[src/rtl/cordic_arbiter_if.sv]
// cordic_arbiter_if: requester, response and CORDIC core signals of the arbiter.
interface cordic_arbiter_if;
    logic       req0_valid, req0_ready, req0_mode;
    logic [7:0] req0_a, req0_b;
    logic       req1_valid, req1_ready, req1_mode;
    logic [7:0] req1_a, req1_b;
    logic       rsp0_valid, rsp0_ready, rsp1_valid, rsp1_ready;
    logic [7:0] rsp_x, rsp_y;
    logic       rsp_err;
    logic       core_start, core_mode, core_reset;
    logic [7:0] core_in0, core_in1;
    logic [7:0] core_out0, core_out1;
    logic       core_done;
    logic       busy;

    modport slave (
        input  req0_valid, req0_mode, req0_a, req0_b,
        input  req1_valid, req1_mode, req1_a, req1_b,
        input  rsp0_ready, rsp1_ready, core_out0, core_out1, core_done,
        output req0_ready, req1_ready, rsp0_valid, rsp1_valid, rsp_x, rsp_y, rsp_err,
        output core_start, core_mode, core_reset, core_in0, core_in1, busy
    );

    modport master (
        output req0_valid, req0_mode, req0_a, req0_b,
        output req1_valid, req1_mode, req1_a, req1_b,
        output rsp0_ready, rsp1_ready, core_out0, core_out1, core_done,
        input  req0_ready, req1_ready, rsp0_valid, rsp1_valid, rsp_x, rsp_y, rsp_err,
        input  core_start, core_mode, core_reset, core_in0, core_in1, busy
    );
endinterface

[src/rtl/cordic_arbiter.sv]
// cordic_arbiter: round-robin sharing of one CORDIC core between two requesters,
// with a WAIT timeout that resets the core and returns an error response.
module cordic_arbiter #(
    parameter int TIMEOUT = 32
) (
    input logic clka,
    input logic reset,
    cordic_arbiter_if.slave bus
);
    typedef enum logic [1:0] {IDLE, ISSUE, WAIT, RESP} state_t;

    state_t     state_q, state_d;
    logic       last_gnt_q, last_gnt_d, owner_q, owner_d, mode_q, mode_d;
    logic       err_q, err_d, core_reset_q, core_reset_d;
    logic [7:0] a_q, a_d, b_q, b_d, x_q, x_d, y_q, y_d, cnt_q, cnt_d;
    logic       grant, accept, rsp_hs, timeout;

    // Contention goes to the requester not served last; otherwise whoever is valid.
    assign grant   = (bus.req0_valid && bus.req1_valid) ? ~last_gnt_q : bus.req1_valid;
    assign accept  = (state_q == IDLE) && (bus.req0_valid || bus.req1_valid);
    assign rsp_hs  = (state_q == RESP) && (owner_q ? bus.rsp1_ready : bus.rsp0_ready);
    assign timeout = cnt_q == 8'(TIMEOUT - 1);

    assign bus.req0_ready = (state_q == IDLE) && !grant && bus.req0_valid;
    assign bus.req1_ready = (state_q == IDLE) && grant && bus.req1_valid;
    assign bus.rsp0_valid = (state_q == RESP) && !owner_q;
    assign bus.rsp1_valid = (state_q == RESP) && owner_q;
    assign bus.rsp_x      = x_q;
    assign bus.rsp_y      = y_q;
    assign bus.rsp_err    = err_q;
    assign bus.core_start = state_q == ISSUE;
    assign bus.core_mode  = mode_q;
    assign bus.core_in0   = a_q;
    assign bus.core_in1   = b_q;
    assign bus.core_reset = core_reset_q;
    assign bus.busy       = state_q != IDLE;

    always_comb begin
        state_d      = state_q;
        last_gnt_d   = last_gnt_q;
        owner_d      = owner_q;
        mode_d       = mode_q;
        a_d          = a_q;
        b_d          = b_q;
        x_d          = x_q;
        y_d          = y_q;
        err_d        = err_q;
        cnt_d        = cnt_q;
        core_reset_d = 1'b0;
        case (state_q)
            IDLE: if (accept) begin
                mode_d     = grant ? bus.req1_mode : bus.req0_mode;
                a_d        = grant ? bus.req1_a : bus.req0_a;
                b_d        = grant ? bus.req1_b : bus.req0_b;
                owner_d    = grant;
                last_gnt_d = grant;
                state_d    = ISSUE;
            end
            ISSUE: begin
                cnt_d   = 8'd0;
                state_d = WAIT;
            end
            // A completion in the last allowed cycle still wins over the timeout.
            WAIT: if (bus.core_done) begin
                x_d     = bus.core_out0;
                y_d     = bus.core_out1;
                err_d   = 1'b0;
                state_d = RESP;
            end else if (timeout) begin
                x_d          = 8'd0;
                y_d          = 8'd0;
                err_d        = 1'b1;
                core_reset_d = 1'b1;
                state_d      = RESP;
            end else begin
                cnt_d = cnt_q + 8'd1;
            end
            RESP: if (rsp_hs) state_d = IDLE;
        endcase
    end

    always_ff @(posedge clka) begin
        if (reset) begin
            state_q      <= IDLE;
            last_gnt_q   <= 1'b1;
            owner_q      <= 1'b0;
            mode_q       <= 1'b0;
            a_q          <= 8'd0;
            b_q          <= 8'd0;
            x_q          <= 8'd0;
            y_q          <= 8'd0;
            err_q        <= 1'b0;
            cnt_q        <= 8'd0;
            core_reset_q <= 1'b0;
        end else begin
            state_q      <= state_d;
            last_gnt_q   <= last_gnt_d;
            owner_q      <= owner_d;
            mode_q       <= mode_d;
            a_q          <= a_d;
            b_q          <= b_d;
            x_q          <= x_d;
            y_q          <= y_d;
            err_q        <= err_d;
            cnt_q        <= cnt_d;
            core_reset_q <= core_reset_d;
        end
    end
endmodule

[src/flat_wrapper.sv]
// flat-port wrapper written by rule: the top's interface ports become plain ports
module cordic_arbiter_flat 
#(
    parameter int TIMEOUT = 32
)
  (clka, reset, bus_req0_valid, bus_req0_mode, bus_req0_a, bus_req0_b, bus_req1_valid, bus_req1_mode, bus_req1_a, bus_req1_b, bus_rsp0_ready, bus_rsp1_ready, bus_core_out0, bus_core_out1, bus_core_done, bus_req0_ready, bus_req1_ready, bus_rsp0_valid, bus_rsp1_valid, bus_rsp_x, bus_rsp_y, bus_rsp_err, bus_core_start, bus_core_mode, bus_core_reset, bus_core_in0, bus_core_in1, bus_busy);
  cordic_arbiter_if bus_i ();
  input logic clka;
  input logic reset;
  input wire logic [$bits(bus_i.req0_valid)-1:0] bus_req0_valid;
  input wire logic [$bits(bus_i.req0_mode)-1:0] bus_req0_mode;
  input wire logic [$bits(bus_i.req0_a)-1:0] bus_req0_a;
  input wire logic [$bits(bus_i.req0_b)-1:0] bus_req0_b;
  input wire logic [$bits(bus_i.req1_valid)-1:0] bus_req1_valid;
  input wire logic [$bits(bus_i.req1_mode)-1:0] bus_req1_mode;
  input wire logic [$bits(bus_i.req1_a)-1:0] bus_req1_a;
  input wire logic [$bits(bus_i.req1_b)-1:0] bus_req1_b;
  input wire logic [$bits(bus_i.rsp0_ready)-1:0] bus_rsp0_ready;
  input wire logic [$bits(bus_i.rsp1_ready)-1:0] bus_rsp1_ready;
  input wire logic [$bits(bus_i.core_out0)-1:0] bus_core_out0;
  input wire logic [$bits(bus_i.core_out1)-1:0] bus_core_out1;
  input wire logic [$bits(bus_i.core_done)-1:0] bus_core_done;
  output wire logic [$bits(bus_i.req0_ready)-1:0] bus_req0_ready;
  output wire logic [$bits(bus_i.req1_ready)-1:0] bus_req1_ready;
  output wire logic [$bits(bus_i.rsp0_valid)-1:0] bus_rsp0_valid;
  output wire logic [$bits(bus_i.rsp1_valid)-1:0] bus_rsp1_valid;
  output wire logic [$bits(bus_i.rsp_x)-1:0] bus_rsp_x;
  output wire logic [$bits(bus_i.rsp_y)-1:0] bus_rsp_y;
  output wire logic [$bits(bus_i.rsp_err)-1:0] bus_rsp_err;
  output wire logic [$bits(bus_i.core_start)-1:0] bus_core_start;
  output wire logic [$bits(bus_i.core_mode)-1:0] bus_core_mode;
  output wire logic [$bits(bus_i.core_reset)-1:0] bus_core_reset;
  output wire logic [$bits(bus_i.core_in0)-1:0] bus_core_in0;
  output wire logic [$bits(bus_i.core_in1)-1:0] bus_core_in1;
  output wire logic [$bits(bus_i.busy)-1:0] bus_busy;
  assign bus_i.req0_valid = bus_req0_valid;
  assign bus_i.req0_mode = bus_req0_mode;
  assign bus_i.req0_a = bus_req0_a;
  assign bus_i.req0_b = bus_req0_b;
  assign bus_i.req1_valid = bus_req1_valid;
  assign bus_i.req1_mode = bus_req1_mode;
  assign bus_i.req1_a = bus_req1_a;
  assign bus_i.req1_b = bus_req1_b;
  assign bus_i.rsp0_ready = bus_rsp0_ready;
  assign bus_i.rsp1_ready = bus_rsp1_ready;
  assign bus_i.core_out0 = bus_core_out0;
  assign bus_i.core_out1 = bus_core_out1;
  assign bus_i.core_done = bus_core_done;
  assign bus_req0_ready = bus_i.req0_ready;
  assign bus_req1_ready = bus_i.req1_ready;
  assign bus_rsp0_valid = bus_i.rsp0_valid;
  assign bus_rsp1_valid = bus_i.rsp1_valid;
  assign bus_rsp_x = bus_i.rsp_x;
  assign bus_rsp_y = bus_i.rsp_y;
  assign bus_rsp_err = bus_i.rsp_err;
  assign bus_core_start = bus_i.core_start;
  assign bus_core_mode = bus_i.core_mode;
  assign bus_core_reset = bus_i.core_reset;
  assign bus_core_in0 = bus_i.core_in0;
  assign bus_core_in1 = bus_i.core_in1;
  assign bus_busy = bus_i.busy;
  cordic_arbiter #(.TIMEOUT(TIMEOUT)) u_core (.clka(clka), .reset(reset), .bus(bus_i));
endmodule
[config.mk]
export PLATFORM = sky130hd
export DESIGN_NAME = cordic_arbiter_flat
export DESIGN_NICKNAME = d
export VERILOG_FILES = /design/src/rtl/cordic_arbiter_if.sv /design/src/rtl/cordic_arbiter.sv /design/src/flat_wrapper.sv
export SDC_FILE = /design/constraint.sdc
export NUM_CORES = 1
export LEC_CHECK = 0
export ABC_CLOCK_PERIOD_IN_PS = 5200
export BUFFER_PORTS_ARGS = -buffer_cell sky130_fd_sc_hd__buf_2
export CAP_MARGIN = 40
export CORE_ASPECT_RATIO = 0.6
export CORE_MARGIN = 2
export CORE_UTILIZATION = 40
export CTS_CLUSTER_SIZE = 20
export DETAILED_ROUTE_END_ITERATION = 10
export PLACE_DENSITY = 0.71
export SYNTH_ARGS = -nofsm -noshare
export SYNTH_HDL_FRONTEND = slang
export SYNTH_SLANG_ARGS = --single-unit
[constraint.sdc]
create_clock -name clka -period 5.2 [get_ports clka]
set_input_delay 0.52 -clock clka [delete_from_list [all_inputs] [get_ports clka]]
set_output_delay 0.52 -clock clka [all_outputs]
set_load 0.05 [all_outputs]
==> results by stage, run 1 <==
Status:
- The flow ran to the end, and the final reports show no timing, DRC or antenna violations.

Final layout:
- Cells fill around 54% of the core in the end.
- In the layout the commonest cells are sky130_fd_sc_hd__buf_2 (97), sky130_fd_sc_hd__dfxtp_1 (47), sky130_fd_sc_hd__nor2_1 (25).
- In the final layout, flip-flops and latches occupy around 940 um^2.
- The area occupied by multi-input gates is 1000 um^2.
- For this run, the post-layout net count is 359.
- The fill cell total of the finished layout is between 400 and 500.
- The fraction of final layout cells with drive strength greater than 1 is 39.3%.
- The library cell used most frequently in the layout, excluding fill and tap cells, is sky130_fd_sc_hd__buf_2.
- Relative to the synthesized area, the layout overhead comes to 31.2%.
- The number of antenna diodes in the final layout is 0.

STA:
- After routing, the total negative slack on setup checks comes to 0 ns.
- The normalized max-slew margin is between 50% and 60%.
- The peak clock frequency supported by timing is about 470 MHz.
- The share of the clock period used by the worst path is 41.3%.
- The final-report hold violation count came to 0.
- Setup repair after global routing left no endpoint under its margin.
- The clock period minus final worst setup slack is 2.15 ns.
- The count of final setup violators is 0.
- The final worst clock skew is 0.00478 ns.
- At the pin with the least slew margin, the transition time is 0.677 ns.
- The count of final max-slew check failures came to 0.

Floorplanning:
- The floorplan step set the die height to 59.2 um.
- The die covers 5690 um^2.
- The core region is 4980 um^2.
- The effective utilization at floorplan is 40.8%.
- The die is 96.0 um wide.
- The initialized floorplan defines 20 standard-cell rows.
- During I/O placement, the number of pins put on the boundary was 98.

GRT:
- The initial antenna violation count was 0.
- The global-route wire length before repair is around 7200 um.
- The remaining global-route overflow is 0.
- The global router's overall resource usage is between 15 and 20%.
- Entering global routing, the biggest net connects 35 pins.
- The number of global-route vias before repair is approximately 1600.

Synth:
- The synthesized design contains 0 enable-type register cells.
- The area share of the largest cell type after synthesis is about 46%.
- The post-synthesis net count is 267.
- The number of instances in the synthesized netlist is 205.
- Yosys mapped the design onto 43 distinct sky130hd cell types.
- The post-synthesis instance area is between 2000 and 2500 um^2.
- Of the synthesized area, sequential elements account for 46.3%.
- The async set-reset flop share out of synthesis is 0%.
- Of all cell types, the one taking the most synthesized area is sky130_fd_sc_hd__dfxtp_1.
- By area the synthesized netlist is led by sky130_fd_sc_hd__dfxtp_1 (46%), sky130_fd_sc_hd__mux2i_1 (8.9%), sky130_fd_sc_hd__a211oi_1 (7.0%).
- In this run, synthesis produced a sequential element count of 47.
- For this run, the number of Yosys warnings is 0.
- The mean cell area of the mapped netlist is between 9 and 10 um^2.
- In the synthesized netlist the dominant register cell turns out to be sky130_fd_sc_hd__dfxtp_1.

Setup path:
- The worst setup path is of the in2out kind.
- Setup slack on the worst reg-to-reg path comes out at 3.29 ns.
- The arrival time reported for the critical path endpoint is approximately 1.6 ns.
- The critical-path maximum fanout is 15.
- The worst setup path is launched from an input port.
- The critical path capture point type is an output port.
- For the worst setup path, the data required time is 4.68 ns.
- The number of cells on the worst reg-to-reg path is 5.
- The terminus of the critical flop-to-flop path is u_core.cnt_q[5].
- The beginning of the worst register-to-register path is u_core.cnt_q[0].

Power:
- Net switching is 44.6% of the power.
- The internal power component is 723 uW.
- IR analysis of the VDD net gives a maximum drop of 246 uV.
- The clock share of power is roughly 18%.
- The net switching power figure is 583 uW.
- The cell area power density is 490 nW/um^2.
- In this run the static leakage power is 0.00124 uW.
- The share of total power dissipated in sequential elements is 35.9%.
- The share of power burned in combinational logic is 45.9%.

CTS:
- TritonCTS built the clock tree.
- The number of gates resized after CTS was 0.
- Once the clock tree was built, the setup fixing pass inserted 0 buffers.
- The number of sinks on the clock net is 47.
- The tree is rooted in a sky130_fd_sc_hd__clkbuf_8.
- After clock tree synthesis, the clock-pin slew on the worst setup and hold paths is roughly 0.09 ns.
- The number of hold-repair buffers added at the cts stage is 0.
- In this run the number of H-tree levels came out at 2.
- The clock insertion delay at the later pin of the skew report is 0.28 ns.
- The deepest clock path buffer count is 2.
- TritonCTS created 5 clock buffers.

Routing:
- In this run the remaining antenna-violating nets after routing total 0.
- The total via count after detailed routing is 1869.
- The detailed-route wire length per cell is 12.9 um.
- After the first detailed-routing iteration, the DRC count stood at 92.
- Wires add up to 4710 um.
- Dividing the detail-routed via count by the number of cells gives 5.13.
- The total iterations of the first detailed-routing run is 4.
- The post-route DRC violation count is 0.

Place:
- The HPWL after detailed placement is 3550 um.
- The count of buffers inserted at the top-level ports is 97.
- Routability-driven placement finished with a final weighted congestion of 0.796.

Job:
- Across the run, the number of max-cap violations was 0.

Worst hold path:
- The endpoint of the worst hold-timing path is u_core.bus.rsp_y[2].
- The source of the worst hold timing path is bus_core_out1[2].
- Along the worst hold path, the cell count comes to 2.
- The class of the tightest hold or removal check is in2reg.
## synth_stat cells (2+ instances only)
| library cell | instances |
|---|---|
| sky130_fd_sc_hd__a21oi_1 | 7 |
| sky130_fd_sc_hd__mux2i_1 | 18 |
| sky130_fd_sc_hd__nor2_1 | 26 |
| sky130_fd_sc_hd__nand2_1 | 5 |
| sky130_fd_sc_hd__dfxtp_1 | 47 |
| sky130_fd_sc_hd__a22o_1 | 16 |
| sky130_fd_sc_hd__o41ai_1 | 2 |
| sky130_fd_sc_hd__clkbuf_1 | 8 |
| sky130_fd_sc_hd__buf_6 | 2 |
| sky130_fd_sc_hd__a41oi_1 | 2 |
| sky130_fd_sc_hd__and2_1 | 2 |
| sky130_fd_sc_hd__ha_1 | 5 |
| sky130_fd_sc_hd__nor4_1 | 2 |
| sky130_fd_sc_hd__nand3_1 | 5 |
| sky130_fd_sc_hd__nand2b_1 | 3 |
| sky130_fd_sc_hd__a311oi_1 | 2 |
| sky130_fd_sc_hd__buf_2 | 3 |
| sky130_fd_sc_hd__a211oi_1 | 19 |
| sky130_fd_sc_hd__nand4_1 | 2 |
| sky130_fd_sc_hd__inv_1 | 6 |
## area by class of cell
class                           count  area share (%)
Multi-Input combinational cell    138            37.5
Tap cell                           66            3.10
Sequential cell                    47            35.3
Inverter                            6           0.844
Clock buffer                        8            3.75
Timing Repair Buffer               99            19.5
## state kept, by name (all words and copies together), names as in the netlist
name                   flops
u_core.bus.rsp_x           8
u_core.bus.core_reset      1
u_core.bus.rsp_y           8
u_core.state_q             2
u_core.owner_q             1
u_core.bus.core_in1        8
u_core.bus.rsp_err         1
u_core.bus.core_in0        8
u_core.bus.core_mode       1
u_core.cnt_q               8
u_core.last_gnt_q          1
## layer usage
layer / track usage (%) / up-vias / share of wire, %
li1: - / 940 / -
met1: 23.0 / 841 / 50
met2: 25.4 / 86 / 39
met3: 5.09 / 2 / 11
met4: 3.06 / 0 / 0.57
met5: 0 / - / 0
## worst max path at each step
stage,cells after the start,end,from
final,5,bus_req0_ready,bus_req0_valid
after global routing,4,bus_req0_ready,u_core.last_gnt_q
after CTS,5,bus_req0_ready,bus_req0_valid
after detailed placement,5,bus_req0_ready,bus_req0_valid
after global placement,5,bus_req0_ready,bus_req0_valid
after floorplan,4,bus_req0_ready,bus_req1_valid
## cells by family (layout without fill, tap and decap cells)
kind of cell	after synthesis	in the layout	synth area share, %
fa+ha+maj	5	5	3.08
buf+inv	20	113	4.80
mux	19	19	9.42
simple gates	53	53	12.5
compound gates	61	61	23.9
flops	47	47	46.3
## power by group through the flow
stage	sequential, uW	combinational, uW	clock [uW]
3_3_place_gp	479	574	0
5_1_grt	479	642	258
4_1_cts	470	604	243
3_5_place_dp	477	604	0
2_1_floorplan	664	263	0
6_report	469	600	237
## critical path, stage by stage
cell                       delay (ns)
sky130_fd_sc_hd__buf_2           0.12
sky130_fd_sc_hd__a21boi_2        0.34
sky130_fd_sc_hd__buf_4           0.34
sky130_fd_sc_hd__nor2_1          0.08
sky130_fd_sc_hd__buf_2           0.21
## stage by stage
step	setup slack [ns]	power (uW)	area [um^2]	hold slack (ns)	std cells
after detailed placement	3.06	1080	2570	0.460	356
after global routing	2.98	1380	2670	0.429	364
after CTS	3.05	1320	2670	0.434	364
after floorplan	2.99	927	2030	0.431	205
after global placement	3.09	1050	2540	0.457	355
final	3.05	1310	2670	0.440	364
Note: power is estimated with default switching activity, not from simulation.
==> inputs of run 2 (changes only) <==
ABC_CLOCK_PERIOD_IN_PS = 1900   (was 5200)
PLACE_DENSITY = 0.74   (was 0.71)
clock period = 1.9 ns   (was 5.2 ns; I/O delays follow)
==> results by stage, run 2 (synthesis results as in run 1) <==
Final layout:
- The net count of the finished layout is 366 (+1.9%).
- The area added between synthesis and finish is 33.1%.
- In the layout the commonest cells are sky130_fd_sc_hd__buf_2 (97), sky130_fd_sc_hd__dfxtp_1 (47), sky130_fd_sc_hd__nor2_1 (25).
- The area taken by flip-flops and latches was 941 um^2 (unchanged).
- The area occupied by multi-input gates is 1020 um^2 (+2.0%).
- The library cell used most frequently in the layout, excluding fill and tap cells, is sky130_fd_sc_hd__buf_2.
- The fraction of final layout cells with drive strength greater than 1 is 41.0% (+1.7 points).
- The summed area of non-filler cells in the final layout is 2710 um^2 (+1.5%).
- The antenna cell count was 0 (unchanged).
- The fill cell total of the finished layout was 457 (-1.7%).

Place:
- The post-placement worst setup slack came to 0.0574 ns (-3.00 ns).
- The area of placed instances is 2580 um^2 (+0.59%).
- The count of buffers inserted at the top-level ports is 97 (unchanged).
- The placer's final routability congestion estimate is 0.824 (+3.5%).
- The HPWL after detailed placement was 3620 um (+1.8%).

STA:
- The clock period minus final worst setup slack is about 1.7 ns.
- The count of final max-slew check failures is 0 (unchanged).
- The normalized max-slew margin is 72.2% (+17 points).
- The final worst-path setup slack is 0.165 ns (-2.89 ns).
- Setup repair after global routing left no endpoint under its margin.
- In the finished design, the share of the clock period the worst path needs comes to ~91%.
- The final-report hold violation count came to 0 (unchanged).
- The accumulated negative setup slack is 0 ns (unchanged).
- The final worst clock skew is 0.00392 ns (-0.000854 ns).
- Based on the critical path, the design can be clocked at up to just under 600 MHz.
- The slew at the pin with the worst max-slew slack came to 0.416 ns (-0.261 ns).
- The count of final setup violators is 0 (unchanged).

Setup path:
- The worst reg-to-reg setup slack came to 0.16 ns (-3.13 ns).
- The critical path capture point type is a register.
- The category of the critical setup timing path is reg2reg.
- The data required time of the worst path is 2.10 ns (-2.58 ns).
- The number of buffer and inverter stages on the critical path is 1 (-2).
- The critical path goes through inv_1 -> ha_2 -> and2b_2 -> o21a_1 -> a41oi_1 -> a311oi_1.
- The highest cell delay on the worst timing path is 0.35 ns (about the same).
- The critical-path maximum fanout is 10 (-5).
- For this design, the slowest cell found on the critical path is sky130_fd_sc_hd__dfxtp_1.
- The terminus of the critical flop-to-flop path is u_core.cnt_q[3].
- The kind of cell adding the most delay to the critical path is compound AO/OA/AOI/OAI gates.
- The path depth of the worst reg2reg path is 6 (+1).
- The beginning of the worst register-to-register path is u_core.state_q[0].
- The worst setup path is launched from a register.
- The arrival time reported for the critical path endpoint came to 1.93 ns (+0.30 ns).

CTS:
- The clock insertion delay at the later pin of the skew report is 0.29 ns (about the same).
- The number of hold-repair buffers added at the cts stage was 0 (unchanged).
- The deepest clock path buffer count was 2 (unchanged).
- The maximum level of the CTS H-tree is 2 (unchanged).
- TritonCTS built the clock tree.
- The number of sinks on the clock net is 47 (unchanged).
- The cell chosen for the clock root is sky130_fd_sc_hd__clkbuf_8.
- The clock-pin slew of the registers on the worst-case setup and hold paths came to 0.08 ns (about the same).
- The number of buffers created by CTS was 5 (unchanged).

Floorplanning:
- The effective utilization at floorplan was 40.8% (unchanged).
- The die area came to 5690 um^2 (unchanged).
- The core area is 4980 um^2 (unchanged).
- The I/O pin count came to 98 (unchanged).
- The die extent in x is 96.0 um (unchanged).
- The die boundary height is 59.2 um (unchanged).
- The floorplan row count is 20 (unchanged).

Power:
- The cell area power density came to 1300 nW/um^2 (+170%).
- The maximum vdd drop is 740 uV (+200%).
- The standby leakage power is 0.00125 uW (+1.2%).

Routing:
- The number of vias per cell is 5.11 (-0.47%).
- The initial DRC count was 83 (-9.8%).
- The total via count after detailed routing was 1896 (+1.4%).
- The post-route DRC violation count came to 0 (unchanged).
- The count of antenna-violating nets left after detailed routing is 0 (unchanged).
- The total iterations of the first detailed-routing run was 4 (unchanged).
- The detailed-route wire length per cell came to 13.2 um (+2.1%).
- The total routed wirelength is 4900 um (+4.0%).

GRT:
- The initial antenna violation count is 0 (unchanged).
- The global-route wire length before repair is 7400 um (+2.6%).
- The global router's overall resource usage is 16.9% (+0.41 points).
- The maximum number of pins on one net before global-route repair is 31 (-11%).
- The remaining global-route overflow was 0 (unchanged).
- The number of global-route vias before repair is 1630 (+3.4%).

Worst hold path:
- The cell depth of the worst hold path was 2 (unchanged).
- The class of the tightest hold or removal check is in2reg.
- The endpoint of the worst hold-timing path is u_core.bus.rsp_x[5].
- The source of the worst hold timing path is bus_core_out0[5].

Status:
- The flow ran to the end, and the final reports show no timing, DRC or antenna violations.

Job:
- The count of maximum capacitance violations is 0 (unchanged).
[run 2: what timing repair did]
action	4_1_cts	5_1_grt
endpoints found under the setup margin	0	20
buffers inserted	0	3
gates resized for setup	0	3
[run 2: worst max path at each step]
stage | from | endpoint | slack, ns | cells past startpoint
after global placement | u_core.cnt_q[0] | u_core.bus.rsp_x[0] | 0.11 | 5
after CTS | u_core.cnt_q[0] | u_core.bus.rsp_x[6] | 0.04 | 5
after detailed placement | u_core.cnt_q[0] | u_core.bus.rsp_x[6] | 0.06 | 5
final | u_core.state_q[0] | u_core.cnt_q[3] | 0.16 | 6
after global routing | u_core.state_q[0] | u_core.cnt_q[3] | 0.02 | 6
after floorplan | u_core.state_q[1] | u_core.bus.core_in1[4] | 0.1 | 7
[run 2: cell type report]
class	instances	share of cell area, %
clock buffers	7	2.82
flip-flops and latches	47	34.8
multi-input cells	139	37.7
clock inverters	1	0.185
well taps	66	3.05
inverters	6	0.832
repair buffers	105	20.6
[run 2: power breakdown]
group / internal, uW / switching (uW)
sequential: 1170 / 103
clock: 259 / 309
combinational: 491 / 1180
total: 1920 / 1600
[run 2: routing by layer]
metal / global-route usage (%) / share of wire [%] / up-vias
li1: - / - / 961
met1: 22.7 / 49 / 862
met2: 26.6 / 42 / 71
met3: 5.22 / 9.1 / 2
met5: 0 / 0 / -
met4: 4.29 / 0.29 / 0
[run 2: through the flow]
stage / hold WS (ns) / utilization [%] / instances / total power, uW
floorplan: 0.286 / - / 205 / 2540
global placement: 0.405 / 51.9 / 359 / 2940
detailed placement: 0.402 / 51.9 / 359 / 2960
CTS: 0.0947 / 53.5 / 367 / 3530
global route: 0.0956 / 54.3 / 371 / 3730
finish: 0.109 / 54.3 / 371 / 3520
==> inputs of run 3 (changes only) <==
BUFFER_PORTS_ARGS = unset   (was -buffer_cell sky130_fd_sc_hd__buf_2)
DONT_BUFFER_PORTS = 1   (was unset)
PLACE_DENSITY = unset   (was 0.74)
==> results by stage, run 3 (synthesis results as in run 1) <==
Place:
- The placer's final routability congestion estimate is 0.865 (+5.0%).
- The post-placement worst setup slack is 0.0834 ns (+0.0260 ns).
- The count of buffers inserted at the top-level ports came to 0 (-100%).
- The HPWL after detailed placement is 3080 um (-15%).

Floorplanning:
- The core area is 4980 um^2 (unchanged).
- The die boundary height is 59.2 um (unchanged).
- The I/O pin count is 98 (unchanged).
- The die area was 5690 um^2 (unchanged).
- The die extent in x is 96.0 um (unchanged).
- The effective utilization at floorplan came to 40.8% (unchanged).
- The floorplan row count is 20 (unchanged).

Power:
- The share of power burned in combinational logic is 29.3% (-18 points).
- The switching portion of total power is 46.3% (+0.97 points).
- The standby leakage power is 0.000845 uW (-33%).
- The net switching power figure is 1560 uW (-2.2%).
- The maximum vdd drop is 623 uV (-16%).
- The internal power component was 1810 uW (-6.0%).
- The power consumption was 3370 uW (-4.3%).
- The cell area power density came to 1490 nW/um^2 (+14%).
- The register share of total power is 53.6% (+17 points).
- The clock share of power is 17.1% (+1.0 points).

CTS:
- The number of sinks on the clock net is 47 (unchanged).
- Clock tree synthesis selected as its root buffer the cell sky130_fd_sc_hd__clkbuf_8.
- The clock-pin slew of the registers on the worst-case setup and hold paths is 0.08 ns (about the same).
- The deepest clock path buffer count is 2 (unchanged).
- The maximum level of the CTS H-tree was 2 (unchanged).
- The clock insertion delay at the later pin of the skew report is 0.29 ns (about the same).
- The post-CTS setup-driven buffer insertion count was 0 (unchanged).
- TritonCTS built the clock tree.
- The number of buffers created by CTS is 5 (unchanged).

STA:
- The final worst clock skew is 0.00485 ns (+0.000931 ns).
- The count of final setup violators is 0 (unchanged).
- The clock period minus final worst setup slack is 1.75 ns (+0.0179 ns).
- The accumulated negative setup slack came to 0 ns (unchanged).
- The share of the clock period used by the worst path came to 92.3% (+0.94 points).
- The final-report hold violation count is 0 (unchanged).
- The final worst-path setup slack came to 0.147 ns (-0.0179 ns).
- The slew at the pin with the worst max-slew slack was 0.576 ns (+0.160 ns).
- Setup repair after global routing left no endpoint under its margin.
- The count of final max-slew check failures is 0 (unchanged).
- The normalized max-slew margin is 61.6% (-11 points).
- The peak clock frequency supported by timing was 570 MHz (-1.0%).

Final layout:
- The final core utilization was 45.5% (-8.9 points).
- The fill cell total of the finished layout is 480 (+5.0%).
- The area occupied by multi-input gates was 1020 um^2 (unchanged).
- The net count of the finished layout was 271 (-26%).
- Leaving out fill and tap cells, the most frequent cell in the layout is sky130_fd_sc_hd__dfxtp_1.
- The antenna cell count came to 0 (unchanged).
- The area taken by flip-flops and latches is 942 um^2 (+0.13%).
- Leaving out fill and tap cells, the most frequent cells in the layout are sky130_fd_sc_hd__dfxtp_1 (46), sky130_fd_sc_hd__nor2_1 (25), sky130_fd_sc_hd__a211oi_1 (19).
- The fraction of final layout cells with drive strength greater than 1 is 14.3% (-27 points).
- The area added between synthesis and finish is 11.3%.

Routing:
- The total routed wirelength is 4260 um (-13%).
- The total iterations of the first detailed-routing run is 4 (unchanged).
- The initial DRC count is 40 (-52%).
- The number of vias per cell is 5.50 (+7.7%).
- The count of antenna-violating nets left after detailed routing came to 0 (unchanged).
- The post-route DRC violation count came to 0 (unchanged).
- The total via count after detailed routing was 1519 (-20%).
- The detailed-route wire length per cell came to 15.4 um (+17%).

Setup path:
- The critical path capture point type is an output port.
- The kind of start point of the critical path is a register.
- The critical-path maximum fanout is 6 (-4).
- The data required time of the worst path is 1.71 ns (-0.39 ns).
- The arrival time reported for the critical path endpoint is 1.56 ns (-0.37 ns).
- The category of the critical setup timing path is reg2out.

Status:
- The flow ran to the end, and the final reports show no timing, DRC or antenna violations.

Job:
- The count of maximum capacitance violations is 0 (unchanged).

GRT:
- The global-route wire length before repair is 6220 um (-16%).
- The maximum number of pins on one net before global-route repair is 31 (unchanged).
- The number of global-route vias before repair is 1283 (-21%).
- The remaining global-route overflow is 0 (unchanged).
- The global router's overall resource usage came to 14.3% (-2.5 points).
- The initial antenna violation count is 0 (unchanged).

Worst hold path:
- The tightest min-delay check is of the in2reg type.
==> run 3: final timing paths <==
check	start	to	slack, ns	depth (start not counted)
hold / removal	bus_core_out1[7]	u_core.bus.rsp_y[7]	0.02	1
setup reg to reg	u_core.cnt_q[1]	u_core.cnt_q[5]	0.18	5
hold reg to reg	u_core.cnt_q[7]	u_core.cnt_q[7]	0.48	1
setup / recovery	u_core.state_q[0]	bus_req1_ready	0.15	3
==> run 3: per-layer routing <==
metal / part of all wire (%) / wire (um) / track usage, % / vias to the layer above
li1: - / - / - / 765
met1: 51 / 2160 / 20.6 / 677
met2: 37 / 1580 / 19.8 / 75
met3: 11 / 485 / 5.34 / 2
met4: 0.63 / 27 / 4.29 / 0
met5: 0 / 0 / 0 / -
==> run 3: per-stage QoR <==
step           hold slack [ns]  instance area, um^2  cells
6_report                0.0214                 2260    276
5_1_grt                0.00819                 2260    276
4_1_cts                0.00653                 2240    276
3_5_place_dp             0.270                 2130    266
3_3_place_gp             0.270                 2130    266
2_1_floorplan            0.286                 2030    205
==> run 3: repair_timing <==
action,in CTS,in global routing
endpoints found under the setup margin,0,20
hold buffers,2,0
endpoints found under the hold margin,30,0
gates resized for setup,0,4
==> run 3: critical path, stage by stage, from the launching register on <==
cell and delay (ns):
sky130_fd_sc_hd__dfxtp_1 0.35, sky130_fd_sc_hd__inv_1 0.13, sky130_fd_sc_hd__ha_1 0.26, sky130_fd_sc_hd__and2_1 0.53
==> run 3: power groups by stage <==
stage          registers (uW)  logic [uW]  clock network (uW)
2_1_floorplan            1820         719                   0
3_3_place_gp             1830         946                   0
3_5_place_dp             1830         955                   0
4_1_cts                  1800         973                 609
5_1_grt                  1830        1100                 638
6_report                 1810         985                 577
==> run 3: final cells by class <==
type	instances	area share, %
clock inverter	2	0.553
tap	66	3.65
sequential	47	41.6
inverter	6	0.995
timing repair buffer	11	4.86
clock buffer	6	3.21
multi-input combinational	138	45.1
